File: src/rtl/ped_button_conditioner.sv
// rtl/ped_button_conditioner.sv - synchronize, debounce and latch the pedestrian push-button
module ped_button_conditioner #(
  parameter int SYNC_STAGES     = 2,
  parameter int DEBOUNCE_CYCLES = 16,
  parameter int CNT_W           = 20
) (
  input  logic       clk,
  input  logic       rst_n,
  input  logic       button_raw,
  input  logic       req_clr,
  output logic       button_clean,
  output logic       press_pulse,
  output logic       ped_request,
  output logic [7:0] press_count
);

  typedef enum logic [1:0] {
    RELEASED,
    PRESS_WAIT,
    PRESSED,
    RELEASE_WAIT
  } state_t;

  localparam logic [CNT_W-1:0] CNT_LAST = CNT_W'(DEBOUNCE_CYCLES - 1);
  localparam logic [CNT_W-1:0] CNT_ONE  = CNT_W'(1);

  logic [SYNC_STAGES-1:0] sync;
  logic                   s;
  state_t                 state;
  logic [CNT_W-1:0]       cnt;

  assign s = sync[SYNC_STAGES-1];

  // button_raw is asynchronous; only the last stage of this chain is ever used
  always_ff @(posedge clk) begin
    if (!rst_n) begin
      sync <= '0;
    end else begin
      sync <= {sync[SYNC_STAGES-2:0], button_raw};
    end
  end

  // cnt holds how many consecutive samples of s have disagreed with button_clean
  always_ff @(posedge clk) begin
    if (!rst_n) begin
      state        <= RELEASED;
      cnt          <= '0;
      button_clean <= 1'b0;
      press_pulse  <= 1'b0;
    end else begin
      press_pulse <= 1'b0;
      case (state)
        RELEASED: begin
          button_clean <= 1'b0;
          if (s) begin
            state <= PRESS_WAIT;
            cnt   <= CNT_ONE;
          end
        end
        PRESS_WAIT: begin
          if (!s) begin
            state <= RELEASED;
            cnt   <= '0;
          end else if (cnt == CNT_LAST) begin
            state        <= PRESSED;
            cnt          <= '0;
            button_clean <= 1'b1;
            press_pulse  <= 1'b1;
          end else begin
            cnt <= cnt + CNT_ONE;
          end
        end
        PRESSED: begin
          button_clean <= 1'b1;
          if (!s) begin
            state <= RELEASE_WAIT;
            cnt   <= CNT_ONE;
          end
        end
        RELEASE_WAIT: begin
          if (s) begin
            state <= PRESSED;
            cnt   <= '0;
          end else if (cnt == CNT_LAST) begin
            state        <= RELEASED;
            cnt          <= '0;
            button_clean <= 1'b0;
          end else begin
            cnt <= cnt + CNT_ONE;
          end
        end
        default: begin
          state        <= RELEASED;
          cnt          <= '0;
          button_clean <= 1'b0;
        end
      endcase
    end
  end

  // a press arriving with an acknowledge is a fresh request, so set wins over clear
  always_ff @(posedge clk) begin
    if (!rst_n) begin
      ped_request <= 1'b0;
      press_count <= 8'd0;
    end else begin
      if (press_pulse) begin
        ped_request <= 1'b1;
        press_count <= press_count + 8'd1;
      end else if (req_clr) begin
        ped_request <= 1'b0;
      end
    end
  end

endmodule

File: config.mk
export PLATFORM = sky130hd
export DESIGN_NAME = ped_button_conditioner
export DESIGN_NICKNAME = d
export VERILOG_FILES = /design/src/rtl/ped_button_conditioner.sv
export SDC_FILE = /design/constraint.sdc
export NUM_CORES = 1
export LEC_CHECK = 0
export BUFFER_PORTS_ARGS = -buffer_cell sky130_fd_sc_hd__buf_2
export CORE_MARGIN = 5
export CORE_UTILIZATION = 50
export CTS_CLUSTER_DIAMETER = 50
export DETAILED_ROUTE_END_ITERATION = 8
export PLACE_DENSITY = 0.7
export SYNTH_ARGS = -nofsm -noshare
export SYNTH_HDL_FRONTEND = slang
export SYNTH_SLANG_ARGS = --single-unit
File: constraint.sdc
create_clock -name clk -period 4.4 [get_ports clk]
set_clock_uncertainty 0.05 [all_clocks]
set_input_delay 0.66 -clock clk [delete_from_list [all_inputs] [get_ports clk]]
set_output_delay 0.66 -clock clk [all_outputs]
set_load 0.02 [all_outputs]
==> run_results.csv <==
group,metric,value,unit
clock_tree,post-cts-setup-buffers,0,
detailed_routing,first_pass_iters,4,
hold_path,worst_hold_startpoint,"sync[0]$_SDFF_PN0_",
global_route,grt_first_pass_wirelength,6600,um
sta,maxSlewHeadroom,0.588,
sta,tightest_slew,0.614,ns
run,max_cap_viol_count,0,
critical_path,reg2reg_from,"cnt[0]$_SDFFE_PN0P_",
critical_path,cp_common_cell,"nand3_1",
place,post_dp_cell_area,1890,sq um
detailed_routing,finalWirelength,3910,um
critical_path,critPathCaptureType,"flip-flop",
critical_path,worstPathRequired,4.64,ns
place,dp.cells,267,
floorplan,die_area,4900,sq um
logic_synthesis,synth_seq_cells,35,
final_layout,area_growth,8.61,%
global_route,grt_max_degree,34,
floorplan,dieHeight,70.0,um
logic_synthesis,ys_types,44,
logic_synthesis,netlist_instances,216,
clock_tree,cts_made_buffers,5,
logic_synthesis,synthArstFlopShare,0,
final_layout,layout.nets,238,
floorplan,fp-row-count,21,
final_layout,n_antenna_cell,0,
critical_path,critPathLaunchType,"flip-flop",
pwr,seqPwrFrac,0.527,
floorplan,fp.dieW,70.0,um
clock_tree,cts_root_buffer,"clkbuf_4",
logic_synthesis,ys_warn_count,0,
detailed_routing,dr.first_iter.drc_count,90,
sta,hold_viol_final,0,
sta,finalCritPeriodShare,0.503,
hold_path,hp-class,"flip-flop to flip-flop",
clock_tree,htreeDepth,2,
global_route,overflow,0,
final_layout,fin_util,0.573,
critical_path,crit_family,"simple AND/OR/NAND/NOR gates",
hold_path,holdPathStages,1,
sta,rsz0062_at_grt,"false",
logic_synthesis,synth_fp_nets,226,
critical_path,path_depth,7,
logic_synthesis,synth.most_common_cell,"dfxtp_1",
logic_synthesis,synth_top_area_frac,0.389,
final_layout,finalNonFillerCells,275,
pwr,p_per_area,324,nW/um^2
pwr,pwr-share-clk,0.317,
logic_synthesis,yosysSeqAreaShare,0.389,
floorplan,initial_utilization,0.527,
critical_path,slowest_stage,"nor4_1",
pwr,p_sw_frac,0.288,
logic_synthesis,syn_area_per_cell,8.34,sq um
place,place.gp.congestion,0.815,
critical_path,critPathArrivalTime,2.45,ns
clock_tree,cts_hold_buf,0,
sta,finalCriticalPeriod,2.22,ns
sta,fin_ws,2.18,ns
clock_tree,cts_resized,0,
pwr,leakage,0.744,nW
final_layout,drive_gt1_frac,0.118,
critical_path,reg2reg_to,"cnt[17]$_SDFFE_PN0P_",
sta,finalMaxSlewViolations,0,
detailed_routing,drc,0,
status,outcome,"finished clean",
critical_path,worstRegToRegCells,7,
detailed_routing,drtAntennaViolNets,0,
pwr,internal_power,0.452,mW
critical_path,cp_cell_sequence,"ha_1, and3_1, nand3_1, o21a_1, nand3_1, nor4_1, a21o_1",
logic_synthesis,synth_edf_count,0,
place,place_ws,2.23,ns
final_layout,fin_area,1960,sq um
detailed_routing,wl_per_cell,14.2,um
detailed_routing,vias,1618,
logic_synthesis,synthFlopType,"dfxtp_1",
global_route,grt_pass1_vias,1433,
critical_path,crit_fanout,9,
pwr,power_frac_comb,0.157,
detailed_routing,vias_per_cell,5.88,
clock_tree,path_clk_slew,0.11,ns
place,numPortBuffers,14,
logic_synthesis,syn-cell-area,1800,sq um
pwr,p_switching,0.183,mW
clock_tree,clk-insertion-delay-late,0.33,ns
sta,setup_viol,0,
logic_synthesis,yosys.area.top_type,"dfxtp_1",
global_route,grt_usage,0.163,
logic_synthesis,ys_top_cells_by_area,"dfxtp_1, ha_1, nand2_1",
clock_tree,clockBufferDepth,2,
critical_path,rrSetupSlack,2.18,ns
critical_path,cp_slowest_stage_delay,0.37,ns
floorplan,design.core.area,3420,sq um
clock_tree,cts_tree,"done",
critical_path,critical_path_class,"flip-flop to flip-flop",
pwr,vdd_drop_max,236,uV
critical_path,worst-path-buf-inv,0,
sta,fin_tns_setup,0,ns
place,post-dp-hpwl,2640,um
clock_tree,clock_sinks,35,
floorplan,io_pins,15,
global_route,antenna_found_initial,0,
hold_path,min_to,"sync[1]$_SDFF_PN0_",
sta,fmax,0.451,GHz
logic_synthesis,yosys-top-cells-count,"dfxtp_1, nand2_1, nor2_1",
==> kinds of logic after synthesis <==
group	synth area share
AO/OA/AOI/OAI	0.210
XOR/XNOR	0.0243
adder cells (fa/ha/maj)	0.0417
buffers and inverters	0.0333
flip-flops	0.389
multiplexers	0.0236
AND/OR/NAND/NOR	0.278
==> worst max-delay path by stage <==
stage	endpoint	start	slack (ns)
floorplan	cnt[11]$_SDFFE_PN0P_	state[0]$_SDFFE_PN0P_	2.57
global placement	cnt[17]$_SDFFE_PN0P_	cnt[0]$_SDFFE_PN0P_	2.31
detailed placement	cnt[13]$_SDFFE_PN0P_	cnt[0]$_SDFFE_PN0P_	2.23
CTS	cnt[13]$_SDFFE_PN0P_	cnt[0]$_SDFFE_PN0P_	2.18
global route	cnt[17]$_SDFFE_PN0P_	cnt[0]$_SDFFE_PN0P_	1.92
finish	cnt[17]$_SDFFE_PN0P_	cnt[0]$_SDFFE_PN0P_	2.18
==> flip-flops by register name, indices dropped and copies added (netlist names), named ones only <==
signal,flops
button_clean,1
cnt,20
ped_request,1
press_count,8
press_pulse,1
state,1
sync,2
==> layer usage <==
layer	global-route usage	wire length, um	share of wire	vias up
li1	-	-	-	827
met5	0	0	0	-
met1	0.221	1880	0.48	753
met2	0.259	1810	0.46	31
met3	0.0344	176	0.045	7
met4	0.0532	48	0.012	0
==> layout make-up <==
cell class | instances | area [sq um]
flip-flops and latches | 35 | 701
repair buffers | 15 | 77.6
clock buffers | 8 | 68.8
well taps | 46 | 57.6
inverters | 3 | 11.3
multi-input cells | 168 | 1040
fillers | 324 | 1460
==> cell usage in the layout, fill, tap and decap left out, types with 5 or more instances in the layout <==
cell type / instances
clkbuf_4: 5
buf_2: 14
nand2_1: 19
o21ai_1: 10
nor2_1: 16
nor2b_1: 7
o21ai_0: 11
dfxtp_1: 35
nor4_1: 7
a21oi_1: 9
o31ai_1: 5
ha_1: 6
and2_1: 8
nand4_1: 8
nand3_1: 11
==> metrics by stage <==
stage / power (mW) / hold WS, ns
2_1_floorplan: 0.414 / 0.362
3_3_place_gp: 0.438 / 0.368
3_5_place_dp: 0.438 / 0.374
4_1_cts: 0.638 / 0.401
5_1_grt: 0.667 / 0.420
6_report: 0.635 / 0.395
==> power groups by stage <==
stage	Combinational (mW)	Sequential, mW	Clock (mW)
finish	0.0994	0.335	0.201
global route	0.112	0.336	0.219
CTS	0.0977	0.334	0.206
detailed placement	0.0964	0.342	0
global placement	0.0976	0.341	0
floorplan	0.0723	0.342	0
==> worst reg2reg max path, stage by stage (launching register included) <==
cell and delay (ns):
dfxtp_1 0.36, ha_1 0.24, and3_1 0.20, nand3_1 0.15
o21a_1 0.33, nand3_1 0.36, nor4_1 0.37, a21o_1 0.11
No activity file was read; power rests on OpenSTA's default activity.
